File: config.mk
export PLATFORM = sky130hd
export DESIGN_NAME = mult_seq_8bits
export DESIGN_NICKNAME = d
export VERILOG_FILES = /design/src/rtl/mult_seq_8bits.sv
export SDC_FILE = /design/constraint.sdc
export NUM_CORES = 1
export LEC_CHECK = 0
export BUFFER_PORTS_ARGS = -buffer_cell sky130_fd_sc_hd__buf_2
export CAP_MARGIN = 0
export CORE_AREA = 4 4 98 54
export CTS_CLUSTER_DIAMETER = 50
export DETAILED_ROUTE_END_ITERATION = 12
export DIE_AREA = 0 0 102 58
export GPL_TIMING_DRIVEN = 1
export PLACE_DENSITY_LB_ADDON = 0.08
export SETUP_SLACK_MARGIN = 0.15
export SLEW_MARGIN = 20
export SYNTH_ARGS = -nofsm -noshare
export SYNTH_HDL_FRONTEND = slang
export SYNTH_SLANG_ARGS = --single-unit
File: constraint.sdc
create_clock -name clk -period 2.84 [get_ports clk]
set_input_delay 0.142 -clock clk [delete_from_list [all_inputs] [get_ports clk]]
set_output_delay 0.142 -clock clk [all_outputs]
set_load 0.05 [all_outputs]
File: src/rtl/mult_seq_8bits.sv
// mult_seq_8bits: sequential 8x8 unsigned shift-and-add multiplier.
//
// One shared 8-bit ripple-carry adder (SomComp8bits) is used once per cycle
// for eight cycles to build a 16-bit product. Requests come in through a
// start/done handshake.
//
// Ports:
//   clk    in   1   single clock, rising edge
//   rst    in   1   synchronous reset, active-high
//   start  in   1   request; only sampled while idle
//   A      in   8   multiplicand (unsigned), latched on accepted start
//   B      in   8   multiplier (unsigned), latched on accepted start
//   P      out  16  registered product, held until the next completion
//   busy   out  1   high while an operation is in flight (CALC and DONE)
//   done   out  1   one-cycle pulse; P is new and valid in that cycle

// SomComp8bits: 8-bit ripple-carry adder with carry-in and carry-out.
//
// Ports:
//   a, b   in   8   addends
//   cin    in   1   carry-in
//   sum    out  8   sum
//   cout   out  1   carry-out
module SomComp8bits (
  input  logic [7:0] a,
  input  logic [7:0] b,
  input  logic       cin,
  output logic [7:0] sum,
  output logic       cout
);

  always_comb begin
    logic c;
    c   = cin;
    sum = '0;
    for (int i = 0; i < 8; i++) begin
      sum[i] = a[i] ^ b[i] ^ c;
      c      = (a[i] & b[i]) | (c & (a[i] ^ b[i]));
    end
    cout = c;
  end

endmodule

module mult_seq_8bits (
  input  logic        clk,
  input  logic        rst,
  input  logic        start,
  input  logic [7:0]  A,
  input  logic [7:0]  B,
  output logic [15:0] P,
  output logic        busy,
  output logic        done
);

  typedef enum logic [1:0] {
    IDLE = 2'd0,
    CALC = 2'd1,
    DONE = 2'd2
  } state_t;

  state_t      state;
  logic [7:0]  m;
  logic [7:0]  acc;
  logic [7:0]  q;
  logic [2:0]  cnt;

  logic [7:0]  sum;
  logic        co;
  logic        c_bit;
  logic [7:0]  x;
  logic [15:0] shifted;

  SomComp8bits u_adder (
    .a    (acc),
    .b    (m),
    .cin  (1'b0),
    .sum  (sum),
    .cout (co)
  );

  // Partial-product step: add M only when the current multiplier bit is set.
  // The adder's carry-out becomes the top bit of the 17-bit {C,X,Q} value, so
  // it must survive into the shift rather than being truncated.
  always_comb begin
    if (q[0]) begin
      c_bit = co;
      x     = sum;
    end else begin
      c_bit = 1'b0;
      x     = acc;
    end
    shifted = {c_bit, x, q[7:1]};
  end

  always_ff @(posedge clk) begin
    if (rst) begin
      state <= IDLE;
      m     <= '0;
      acc   <= '0;
      q     <= '0;
      cnt   <= '0;
      P     <= '0;
      busy  <= 1'b0;
      done  <= 1'b0;
    end else begin
      case (state)
        IDLE: begin
          done <= 1'b0;
          busy <= 1'b0;
          if (start) begin
            m     <= A;
            q     <= B;
            acc   <= '0;
            cnt   <= '0;
            busy  <= 1'b1;
            state <= CALC;
          end
        end

        CALC: begin
          {acc, q} <= shifted;
          cnt      <= cnt + 3'd1;
          // Eighth iteration: the shifted value is the finished product.
          if (cnt == 3'd7) begin
            P     <= shifted;
            done  <= 1'b1;
            state <= DONE;
          end
        end

        DONE: begin
          done  <= 1'b0;
          busy  <= 1'b0;
          state <= IDLE;
        end

        default: begin
          done  <= 1'b0;
          busy  <= 1'b0;
          state <= IDLE;
        end
      endcase
    end
  end

endmodule

-- After elaboration in Yosys (flattened, before gate mapping)
Cells that the tools add are included.
- flip-flop bits (word level): 47
- input bits: 19
- output and inout bits: 18
- word-level logic and storage cells: 71
- $add $sub $neg: 1
- equality and inequality tests: 4
- muxes and demuxes: 13
- bitwise operators: 38
- reductions and logical operators: 7
- operator list (operator ; count):
    $pmux 8 s2 ; 2
    $mux 8 ; 3
    $and 1x1->1 ; 15
    $xor 1x1->1 ; 15
    $reduce_and 2->1 ; 4
    $or 1x1->1 ; 7
    $pmux 3 s2 ; 1
    $mux 2 ; 2
    $ne 2x2->1 const B ; 2
    $pmux 2 s2 ; 1
    $add 3x1->3 const B ; 1
    $eq 3x3->1 const B ; 1
    $mux 3 ; 1
    $eq 2x1->1 const B ; 1
    $logic_not 2->1 ; 1
    $mux 1 ; 2
    $pmux 1 s2 ; 1
    $reduce_bool 2->1 ; 1
    $reduce_or 2->1 ; 1
    $not 1->1 ; 1

-- Longest topological paths before layout
Gate-level depths: netlist (run 1).
- depth after elaboration: 17
- depth in mapped cells: 16

-- Hierarchy
Synthesis (run 1) repeated with hierarchy kept, for this count alone.
- cell total of the unflattened synthesis: 215
- area, all modules: 2153.3 sq um
- modules (own cells, without submodules) (module ; instances ; cells each ; area an instance (sq um)):
    mult_seq_8bits ; 1 ; 197 ; 1955.6
    SomComp8bits ; 1 ; 18 ; 197.7

-- Least setup slack after synthesis (run 1)
Ideal clock, no wire load.
- path kind: register to register
- start: register m[0]
- end: register P[14]
- data arrival time: 3.005 ns
- required time: 2.754 ns
- setup slack: -0.250 ns
- stages on the path, launching flop included: 17
- buffers on the path: 0
- period minus slack after synthesis: 3.090 ns
- cells stage by stage: dfxtp_1 -> ha_1 -> inv_1 -> fa_1 -> inv_1 -> fa_1 -> inv_1 -> fa_1 -> inv_1 -> fa_1 -> inv_1 -> fa_1 -> inv_1 -> fa_1 -> fa_1 -> mux2i_1 -> a211oi_1
- longest elaborated chain between the ends: 15
- ends and longest elaborated chain (element ; RTL line ; RTL):
    from (decl) ; 63 ; logic [7:0] m;
    from (signal assigned) ; 99 ; m <= '0;
    from (signal assigned) ; 112 ; m <= A;
    $and 1x1->1 (2 in a row) ; 38 ; c = (a[i] & b[i]) | (c & (a[i] ^ b[i]));
    $or 1x1->1 ; 38 ;
    $and 1x1->1 ; 38 ;
    $or 1x1->1 ; 38 ;
    $and 1x1->1 ; 38 ;
    $or 1x1->1 ; 38 ;
    $and 1x1->1 ; 38 ;
    $or 1x1->1 ; 38 ;
    $and 1x1->1 ; 38 ;
    $or 1x1->1 ; 38 ;
    $and 1x1->1 ; 38 ;
    $or 1x1->1 ; 38 ;
    $xor 1x1->1 ; 37 ; sum[i] = a[i] ^ b[i] ^ c;
    $mux 8 ; 86 ; if (q[0]) begin
    to (signal assigned) ; 126 ; P <= shifted;
    to (decl) ; 51 ; output logic [15:0] P,
Every way passes these cells.
A chain may end at the register's enable or synchronous reset.

-- Worst setup path after layout (run 1)
Ends and elaborated chain as after synthesis.

==> results of run 1 <==
metal layers:
metal	wire length, um	up-vias	GRT usage [%]
met4	13	0	2.804
met5	0	-	0
li1	-	837	-
met2	1920	23	24.84
met3	165	2	4.808
met1	2147	757	21.57
flip-flops by register name, indices dropped and copies added, names as in the netlist:
register,cells
P,16
acc,8
busy,1
cnt,3
done,1
m,8
q,8
state,2
worst paths after layout:
check,start,to,slack [ps],depth (start not counted)
hold / removal,A[0],m[0]$_SDFFE_PP0P_,80,3
hold reg to reg,P[6]$_SDFFE_PP0P_,P[6]$_SDFFE_PP0P_,450,2
setup / recovery,m[0]$_SDFFE_PP0P_,P[14]$_SDFFE_PP0P_,-280,16
setup reg to reg,m[0]$_SDFFE_PP0P_,P[14]$_SDFFE_PP0P_,-280,16
worst register-to-register path, stage by stage, from the launching register on:
cell and delay, ps:
dfxtp_2 340, ha_4 150, inv_2 40, fa_2 180
inv_2 40, fa_2 320, inv_2 60, fa_2 180
inv_2 40, fa_2 320, inv_2 60, fa_2 190
inv_2 40, fa_2 320, fa_1 430, mux2i_1 180
a211oi_1 90
metrics by stage:
| step | std cells | instance area, um^2 | hold slack [ps] | worst slack, ps | total power (W) |
|---|---|---|---|---|---|
| finish | 321 | 2404 | 82.18 | -284.8 | 0.001261 |
| global route | 321 | 2404 | 74.01 | -414.8 | 0.001334 |
| CTS | 321 | 2394 | 71.83 | -318.5 | 0.001285 |
| detailed placement | 313 | 2291 | 387.7 | -346.9 | 0.0008498 |
| global placement | 313 | 2291 | 382.6 | -314.7 | 0.0008484 |
| floorplan | 231 | 2121 | 270.2 | -203.8 | 0.0008171 |
synth_stat cells (all sizes together), types with 4 or more instances:
master / count / area (um^2)
nand2: 35 / 131.4
dfxtp: 47 / 940.9
a21oi: 31 / 155.2
nand2b: 9 / 56.30
or3b: 8 / 72.57
nand3: 4 / 20.02
nor2: 21 / 83.83
a22o: 4 / 35.03
mux2i: 5 / 50.05
buf: 14 / 103.8
a211oi: 5 / 37.54
nor3: 8 / 40.04
o2bb2ai: 4 / 35.03
fa: 7 / 140.1
inv: 12 / 45.04
cell type report:
| cell class | instances | area [um^2] | share of cell area [%] |
|---|---|---|---|
| Clock buffer | 8 | 100.1 | 4.164 |
| Inverter | 12 | 45.04 | 1.874 |
| Multi-Input combinational cell | 158 | 1041 | 43.31 |
| Sequential cell | 47 | 943.4 | 39.25 |
| Tap cell | 57 | 71.32 | 2.967 |
| Timing Repair Buffer | 39 | 202.7 | 8.433 |
where the power goes:
group	switching (W)	leakage [nW]	internal, W
logic	0.0000741	0.527	0.0000571
clock network	0.000204	0.0515	0.000222
registers	0.0000213	0.384	0.000682
total	0.000299	0.962	0.000962
repair_timing:
item	in CTS	in global routing
setup endpoints to repair	7	8
buffers inserted	0	0
pin swaps	2	1
hold buffers	0	0
gates resized for setup	5	1
cell families (layout without fill, tap and decap cells):
family	count (synthesis)	after routing	share of synthesized area [%]
and+or+nand+nor	91	91	21.54
AOI/OAI and AO/OA	51	51	15.29
DFF	47	47	44.74
buffers and inverters	26	59	7.079
adders and majority gates	10	10	8.447
muxes	6	6	2.915
==> results.ini, run 1 <==
[floorplanning]
die_w_um = 102
rows = 17
ios = 37
core_um2 = 4339
die_y_um = 58
die_area_um2 = 5916
initial_utilization_pct = 48.47

[sta]
finalClockSkew_ps = 5.557
drv_slew = 0
slew_headroom_pct = 49.14
worst_pin_slew_ps = 762.9
period_share_pct = 110.0
max_freq_mhz = 320.0
setup_viol = 6
fin_crit_ps = 3125
rsz0062_at_grt = yes
hold_viol = 0
setup_ws_ps = -284.8
tns_ps = -958.8

[routing]
routed_via_density = 5.044
drc = 0
drt_iter0_drc = 37
firstDrtPassIters = 4
detail-route-antenna-nets = 0
wl_per_cell_um = 13.23
vias = 1619
drt-total-wl_mm = 4.246

[critical_path]
cp-start-kind = flip-flop
cp_cell_sequence = ha_4 > inv_2 > fa_2 > inv_2 > fa_2 > inv_2 > fa_2 > inv_2 > fa_2 > inv_2 > fa_2 > inv_2 > fa_2 > fa_1 > mux2i_1 > a211oi_1
worst_setup_path_end_kind = flip-flop
crit_type = reg2reg
cpPeakStageDelay_ps = 420
crit_required_ps = 2980
path_buf_inv = 6
cp_data_arrival_time_ps = 3270
critPathMaxFanout = 2
critical-path-top-delay-family = adder cells
critical-path-slowest-cell = fa_1

[outcome]
outcome = finished with violations
violations = negative setup slack

[global_routing]
grt_pass1_vias = 1604
grt_max_degree = 42
track_usage_pct = 15.73
antenna_found_initial = 0
grt_pass1_wl_mm = 7.445
overflow = 0

[clocking]
clock_latency_ps = 290
root_buffer = clkbuf_8
path_clk_slew_ps = 80
cts_sinks = 47
cts_buffers = 5
cts_tree = done
cts_buffer_depth = 2
h-tree-depth = 2

[power_and_ir_drop]
p_per_area_nw_per_um2 = 524.7
ir_drop_mv = 0.1901
p_leak_nw = 0.9618

[cells_and_area]
diodes = 0
mostFrequentLayoutCells = dfxtp_1 (45), buf_2 (36), nand2_1 (35), a21oi_1 (31), nor2_1 (19)
final_layout_size_suffix_gt1_share_pct = 28.03
synthToLayoutAreaGrowth_pct = 14.28
utilization_pct = 55.39
layout_commonest_cell = dfxtp_1
fillerInstances = 426
num-nets-final = 292

[yosys]
seq_area_frac_synth_pct = 44.74
syn_area_um2 = 2103
synth.net_count = 260
yosysWarnings = 0
ys_seq_elements = 47
synthCells = 231
avgSynthCellArea_um2 = 9.105
postSynth.asyncResetShare_pct = 0
synth.distinct_cells = 32
synth_edf_count = 0
synth_flop_cell = dfxtp_1

[min_path]
min_path_type = in2reg

[place]
hpwlAfterDp_mm = 2.987
routabilityCongestion = 0.7940
port_buffers = 36

[job]
max-cap-violations = 0

Note: power is estimated with default switching activity, not from simulation.
==> inputs of run 2 (changes only) <==
- SKIP_CTS_REPAIR_TIMING: not set -> 1
==> run 2 against run 1 <==
Compared with the run above: the run still ends with negative setup slack left; sequential share of layout area unchanged; core utilization unchanged; flip-flop and latch count is the same; clock power is essentially flat; cell count unchanged; first-iteration DRC count increased by 2.7%; critical path depth is the same; critical path type unchanged.
==> results.ini, run 2 (synthesized netlist as in run 1, its figures left out) <==
[clocking]
h-tree-depth = 2  ; unchanged
cts_tree = done
cts_buffers = 5  ; unchanged
root_buffer = clkbuf_8
clock_latency_ps = 290  ; about the same
cts_buffer_depth = 2  ; unchanged
path_clk_slew_ps = 80  ; about the same
cts_sinks = 47  ; unchanged

[floorplanning]
die_area_um2 = 5916  ; unchanged
rows = 17  ; unchanged
core_um2 = 4339  ; unchanged
die_y_um = 58  ; unchanged
die_w_um = 102  ; unchanged
ios = 37  ; unchanged
initial_utilization_pct = 48.47  ; unchanged

[global_routing]
antenna_found_initial = 0  ; unchanged
grt_pass1_vias = 1604  ; unchanged
grt_pass1_wl_mm = 7.438  ; about the same
grt_max_degree = 42  ; unchanged
overflow = 0  ; unchanged
track_usage_pct = 15.70  ; -0.029 points

[sta]
slew_headroom_pct = 49.07  ; -0.074 points
period_share_pct = 109.9  ; about the same
hold_slack_ps = 82.91  ; +0.7263 ps
setup_viol = 6  ; unchanged
fin_crit_ps = 3122  ; -2.459 ps
finalClockSkew_ps = 5.704  ; +0.1471 ps
worst_pin_slew_ps = 764.0  ; +1.105 ps
hold_viol = 0  ; unchanged
drv_slew = 0  ; unchanged
max_freq_mhz = 320.3  ; about the same
rsz0062_at_grt = yes
setup_ws_ps = -282.3  ; +2.459 ps

[critical_path]
crit_required_ps = 2980  ; about the same
cp-start-kind = flip-flop
startpoint = m[0]$_SDFFE_PP0P_
cp_data_arrival_time_ps = 3260  ; about the same
reg2regPathDepth = 16  ; unchanged
r2r_end = P[14]$_SDFFE_PP0P_
r2r-start = m[0]$_SDFFE_PP0P_
crit_type = reg2reg
worst_setup_path_end_kind = flip-flop
r2r_slack_ps = -280  ; about the same
critPathMaxFanout = 2  ; unchanged

[cells_and_area]
top_register = P
mostFrequentLayoutCells = dfxtp_1 (45), buf_2 (36), nand2_1 (35), a21oi_1 (31), nor2_1 (19)
synthToLayoutAreaGrowth_pct = 14.28  ; unchanged
fillerInstances = 426  ; unchanged
largest_register_ff_count = 16  ; unchanged
final_layout_size_suffix_gt1_share_pct = 28.03  ; unchanged
num-nets-final = 292  ; unchanged
diodes = 0  ; unchanged
layout_commonest_cell = dfxtp_1
stdcell_count = 321  ; unchanged

[power_and_ir_drop]
total_power_w = 0.001262  ; about the same
ir_drop_mv = 0.1901  ; about the same
p_per_area_nw_per_um2 = 525.2  ; about the same
p_leak_nw = 0.9619  ; about the same

[routing]
vias = 1620  ; +0.062%
drt-total-wl_mm = 4.265  ; +0.45%
detail-route-antenna-nets = 0  ; unchanged
firstDrtPassIters = 4  ; unchanged
drc = 0  ; unchanged
routed_via_density = 5.047  ; about the same
wl_per_cell_um = 13.29  ; +0.45%
drt_iter0_drc = 38  ; +2.7%

[min_path]
min_path_type = in2reg
hold_end = m[1]$_SDFFE_PP0P_
hold_path.startpoint = A[1]
worstHoldPathCells = 3  ; unchanged

[place]
dp_slack_ps = -346.9  ; unchanged
port_buffers = 36  ; unchanged
routabilityCongestion = 0.7940  ; unchanged
hpwlAfterDp_mm = 2.987  ; unchanged
dp.cells = 313  ; unchanged

[outcome]
outcome = finished with violations
violations = negative setup slack

[job]
max-cap-violations = 0  ; unchanged

==> run 2: worst max-delay path by stage <==
stage / to / slack [ps] / cells after the start
6_report: P[14]$_SDFFE_PP0P_ / -280 / 16
5_1_grt: P[14]$_SDFFE_PP0P_ / -410 / 16
4_1_cts: P[14]$_SDFFE_PP0P_ / -360 / 16
3_5_place_dp: P[14]$_SDFFE_PP0P_ / -350 / 16
3_3_place_gp: P[14]$_SDFFE_PP0P_ / -310 / 16
2_1_floorplan: P[14]$_SDFFE_PP0P_ / -200 / 16
==> run 2: final cells by class <==
class | instances | area [um^2] | area share, %
Sequential cell | 47 | 943.4 | 39.25
Inverter | 12 | 45.04 | 1.874
Clock buffer | 8 | 100.1 | 4.164
Timing Repair Buffer | 39 | 202.7 | 8.433
Multi-Input combinational cell | 158 | 1041 | 43.31
Tap cell | 57 | 71.32 | 2.967
==> run 2: worst max-delay path, stage by stage, from the launching register on <==
cell	delay, ps
dfxtp_2	340
ha_4	150
inv_2	40
fa_2	180
inv_2	40
fa_2	320
inv_2	60
fa_2	180
inv_2	40
fa_2	320
inv_2	60
fa_2	190
inv_2	40
fa_2	320
fa_1	430
mux2i_1	180
a211oi_1	90
==> run 2: routing by layer <==
| metal | share of wire, % | global-route usage, % | up-vias |
|---|---|---|---|
| met2 | 45 | 24.84 | 25 |
| met5 | 0 | 0 | - |
| met1 | 51 | 21.48 | 756 |
| met3 | 3.9 | 4.808 | 2 |
| met4 | 0.30 | 2.804 | 0 |
| li1 | - | - | 837 |
==> run 2: where the power goes <==
group	switching (W)	internal, W	total, W
sequential	0.0000213	0.000682	0.000704
clock	0.000205	0.000222	0.000427
combinational	0.0000743	0.0000571	0.000131
total	0.000301	0.000962	0.00126
==> run 2: per-stage QoR <==
stage / utilization [%] / area, um^2 / setup TNS, ps
6_report: 55.39 / 2404 / -968.5
5_1_grt: 55.39 / 2404 / -1776
4_1_cts: 55.10 / 2391 / -1418
3_5_place_dp: 52.80 / 2291 / -1336
3_3_place_gp: 52.80 / 2291 / -1142
2_1_floorplan: - / 2121 / -436.7
==> inputs of run 3 (changes only) <==
- clock period: 2.84 -> 2.72 ns (I/O delays scaled with it)
==> run 3 against run 2 <==
Compared with the run above: the run still ends with negative setup slack left; total power is 2.3% higher; worst setup slack worse by 150 ps; core utilization grew 0.55 points; non-clock buffer count grew 3; via count is 2.5% higher; sequential share of layout area down 0.38 points; final area rose by 0.99%; first-iteration DRC count increased by 45%; global-route usage up 0.73 points; critical endpoint unchanged; highest routed layer unchanged; sequential power rose by 4.8%; clock power decreased by 3%; combinational power up 7%.
==> results.ini, run 3 (synthesized netlist as in run 1, its figures left out) <==
[critical_path]
worst_setup_path_end_kind = flip-flop
crit_required_ps = 2940  ; -40 ps
cp_data_arrival_time_ps = 3370  ; +110 ps
crit_type = reg2reg
critPathMaxFanout = 2  ; unchanged
cp-start-kind = flip-flop

[sta]
finalClockSkew_ps = 8.321  ; +2.616 ps
worst_pin_slew_ps = 695.6  ; -68.37 ps
drv_slew = 0  ; unchanged
rsz0062_at_grt = yes
period_share_pct = 116.0  ; +6.1 points
hold_slack_ps = 72.73  ; -10.18 ps
setup_ws_ps = -435.7  ; -153.4 ps
fin_crit_ps = 3156  ; +33.39 ps
setup_viol = 6  ; unchanged
max_freq_mhz = 316.9  ; -1.1%
slew_headroom_pct = 53.42  ; +4.4 points
hold_viol = 0  ; unchanged

[cells_and_area]
layout_commonest_cell = dfxtp_1
largest_register_ff_count = 16  ; unchanged
fillerInstances = 437  ; +2.6%
diodes = 0  ; unchanged
mostFrequentLayoutCells = dfxtp_1 (45), buf_2 (36), nand2_1 (35), a21oi_1 (29), nor2_1 (19)
synthToLayoutAreaGrowth_pct = 15.41
stdcell_count = 324  ; +0.93%
top_register = P
num-nets-final = 295  ; +1.0%
final_layout_size_suffix_gt1_share_pct = 30.34  ; +2.3 points

[power_and_ir_drop]
p_leak_nw = 0.9671  ; +0.54%
p_int_w = 0.0009548  ; -0.72%
ir_drop_mv = 0.2533  ; +33%
p_per_area_nw_per_um2 = 532.2  ; +1.3%
power_switching_share_pct = 26.10  ; +2.3 points
total_power_w = 0.001292  ; +2.3%
clkPwrFrac_pct = 32.0  ; -1.8 points
p_sw_w = 0.0003371  ; +12%
seqPwrFrac_pct = 57.2  ; +1.4 points
pwr-share-comb_pct = 10.9  ; +0.5 points

[min_path]
min_path_type = in2reg

[outcome]
outcome = finished with violations
violations = negative setup slack

[floorplanning]
die_area_um2 = 5916  ; unchanged
initial_utilization_pct = 48.47  ; unchanged
ios = 37  ; unchanged
core_um2 = 4339  ; unchanged
rows = 17  ; unchanged
die_y_um = 58  ; unchanged
die_w_um = 102  ; unchanged

[global_routing]
overflow = 0  ; unchanged
antenna_found_initial = 0  ; unchanged
track_usage_pct = 16.42  ; +0.73 points
grt_use_met2_pct = 24.84  ; unchanged
grt_util_met3_pct = 4.447  ; -0.36 points
grt_pass1_vias = 1608  ; +0.25%
busiest_layer = met2
grt_util_met1_pct = 23.41  ; +1.9 points
grt_max_degree = 30  ; -29%
grt_pass1_wl_mm = 7.617  ; +2.4%

[job]
max-cap-violations = 0  ; unchanged

[clocking]
h-tree-depth = 2  ; unchanged
cts_sinks = 47  ; unchanged
cts_buffers = 5  ; unchanged
cts_buffer_depth = 2  ; unchanged
root_buffer = clkbuf_8
path_clk_slew_ps = 90  ; about the same
cts_tree = done
clock_latency_ps = 300  ; about the same

[place]
dp_slack_ps = -428.1  ; -81.23 ps
dp.cells = 316  ; +0.96%
hpwlAfterDp_mm = 3.139  ; +5.1%
routabilityCongestion = 0.8017  ; +0.97%
port_buffers = 36  ; unchanged

[routing]
vias = 1660  ; +2.5%
drt-total-wl_mm = 4.586  ; +7.5%
routed_via_density = 5.123  ; +1.5%
drc = 0  ; unchanged
firstDrtPassIters = 4  ; unchanged
drt_iter0_drc = 55  ; +45%
detail-route-antenna-nets = 0  ; unchanged
wl_per_cell_um = 14.15  ; +6.5%

run 3: cell types whose count changed in the layout (fill, tap and decap cells not counted), sizes merged:
| cell | change |
|---|---|
| buf | +3 |
| clkbuf | -2 |
| clkinv | +1 |
| clkinvlp | +1 |
run 3: stage by stage:
step	area [um^2]	util (%)	setup TNS (ps)
6_report	2427	55.94	-1955
3_3_place_gp	2313	53.32	-1744
2_1_floorplan	2121	-	-1157
3_5_place_dp	2313	53.32	-1862
4_1_cts	2399	55.28	-1982
5_1_grt	2427	55.94	-2728
run 3: layer usage:
layer | share of wire, % | wire length [um] | up-vias
li1 | - | - | 845
met1 | 51 | 2341 | 779
met2 | 44 | 1998 | 32
met3 | 4.7 | 217 | 4
met4 | 0.61 | 28 | 0
met5 | 0 | 0 | -
run 3: final cells by class:
cell class	instances	area [um^2]	share of cell area (%)
clock buffer	6	72.57	2.990
clock inverter	2	12.51	0.5155
inverter	12	45.04	1.856
multi-input combinational	158	1057	43.56
sequential	47	943.4	38.87
tap	57	71.32	2.938
timing repair buffer	42	225.2	9.278
run 3: critical path, cell delays in order, from the launching register on:
cell and delay [ps]:
dfxtp_2 340, ha_4 150, inv_2 50, fa_2 190
inv_2 40, fa_2 350, inv_2 60, fa_2 180
inv_2 40, fa_2 320, inv_2 60, fa_2 180
inv_2 40, fa_2 330, fa_1 480, mux2i_1 80
a211oi_1 190
run 3: worst paths after layout:
path / end / slack, ps / startpoint / depth (start not counted)
worst max-delay path: P[14]$_SDFFE_PP0P_ / -440 / m[0]$_SDFFE_PP0P_ / 16
worst min-delay path: m[6]$_SDFFE_PP0P_ / 70 / A[6] / 3
worst max register to register: P[14]$_SDFFE_PP0P_ / -440 / m[0]$_SDFFE_PP0P_ / 16
worst min register to register: P[5]$_SDFFE_PP0P_ / 450 / P[5]$_SDFFE_PP0P_ / 2
run 3: power groups by stage:
stage / Combinational, W / Sequential, W / Clock, W
global placement: 0.000134 / 0.000753 / 0
floorplan: 0.000108 / 0.000745 / 0
finish: 0.000140 / 0.000738 / 0.000413
CTS: 0.000137 / 0.000738 / 0.000424
detailed placement: 0.000137 / 0.000754 / 0
global route: 0.000158 / 0.000743 / 0.000453
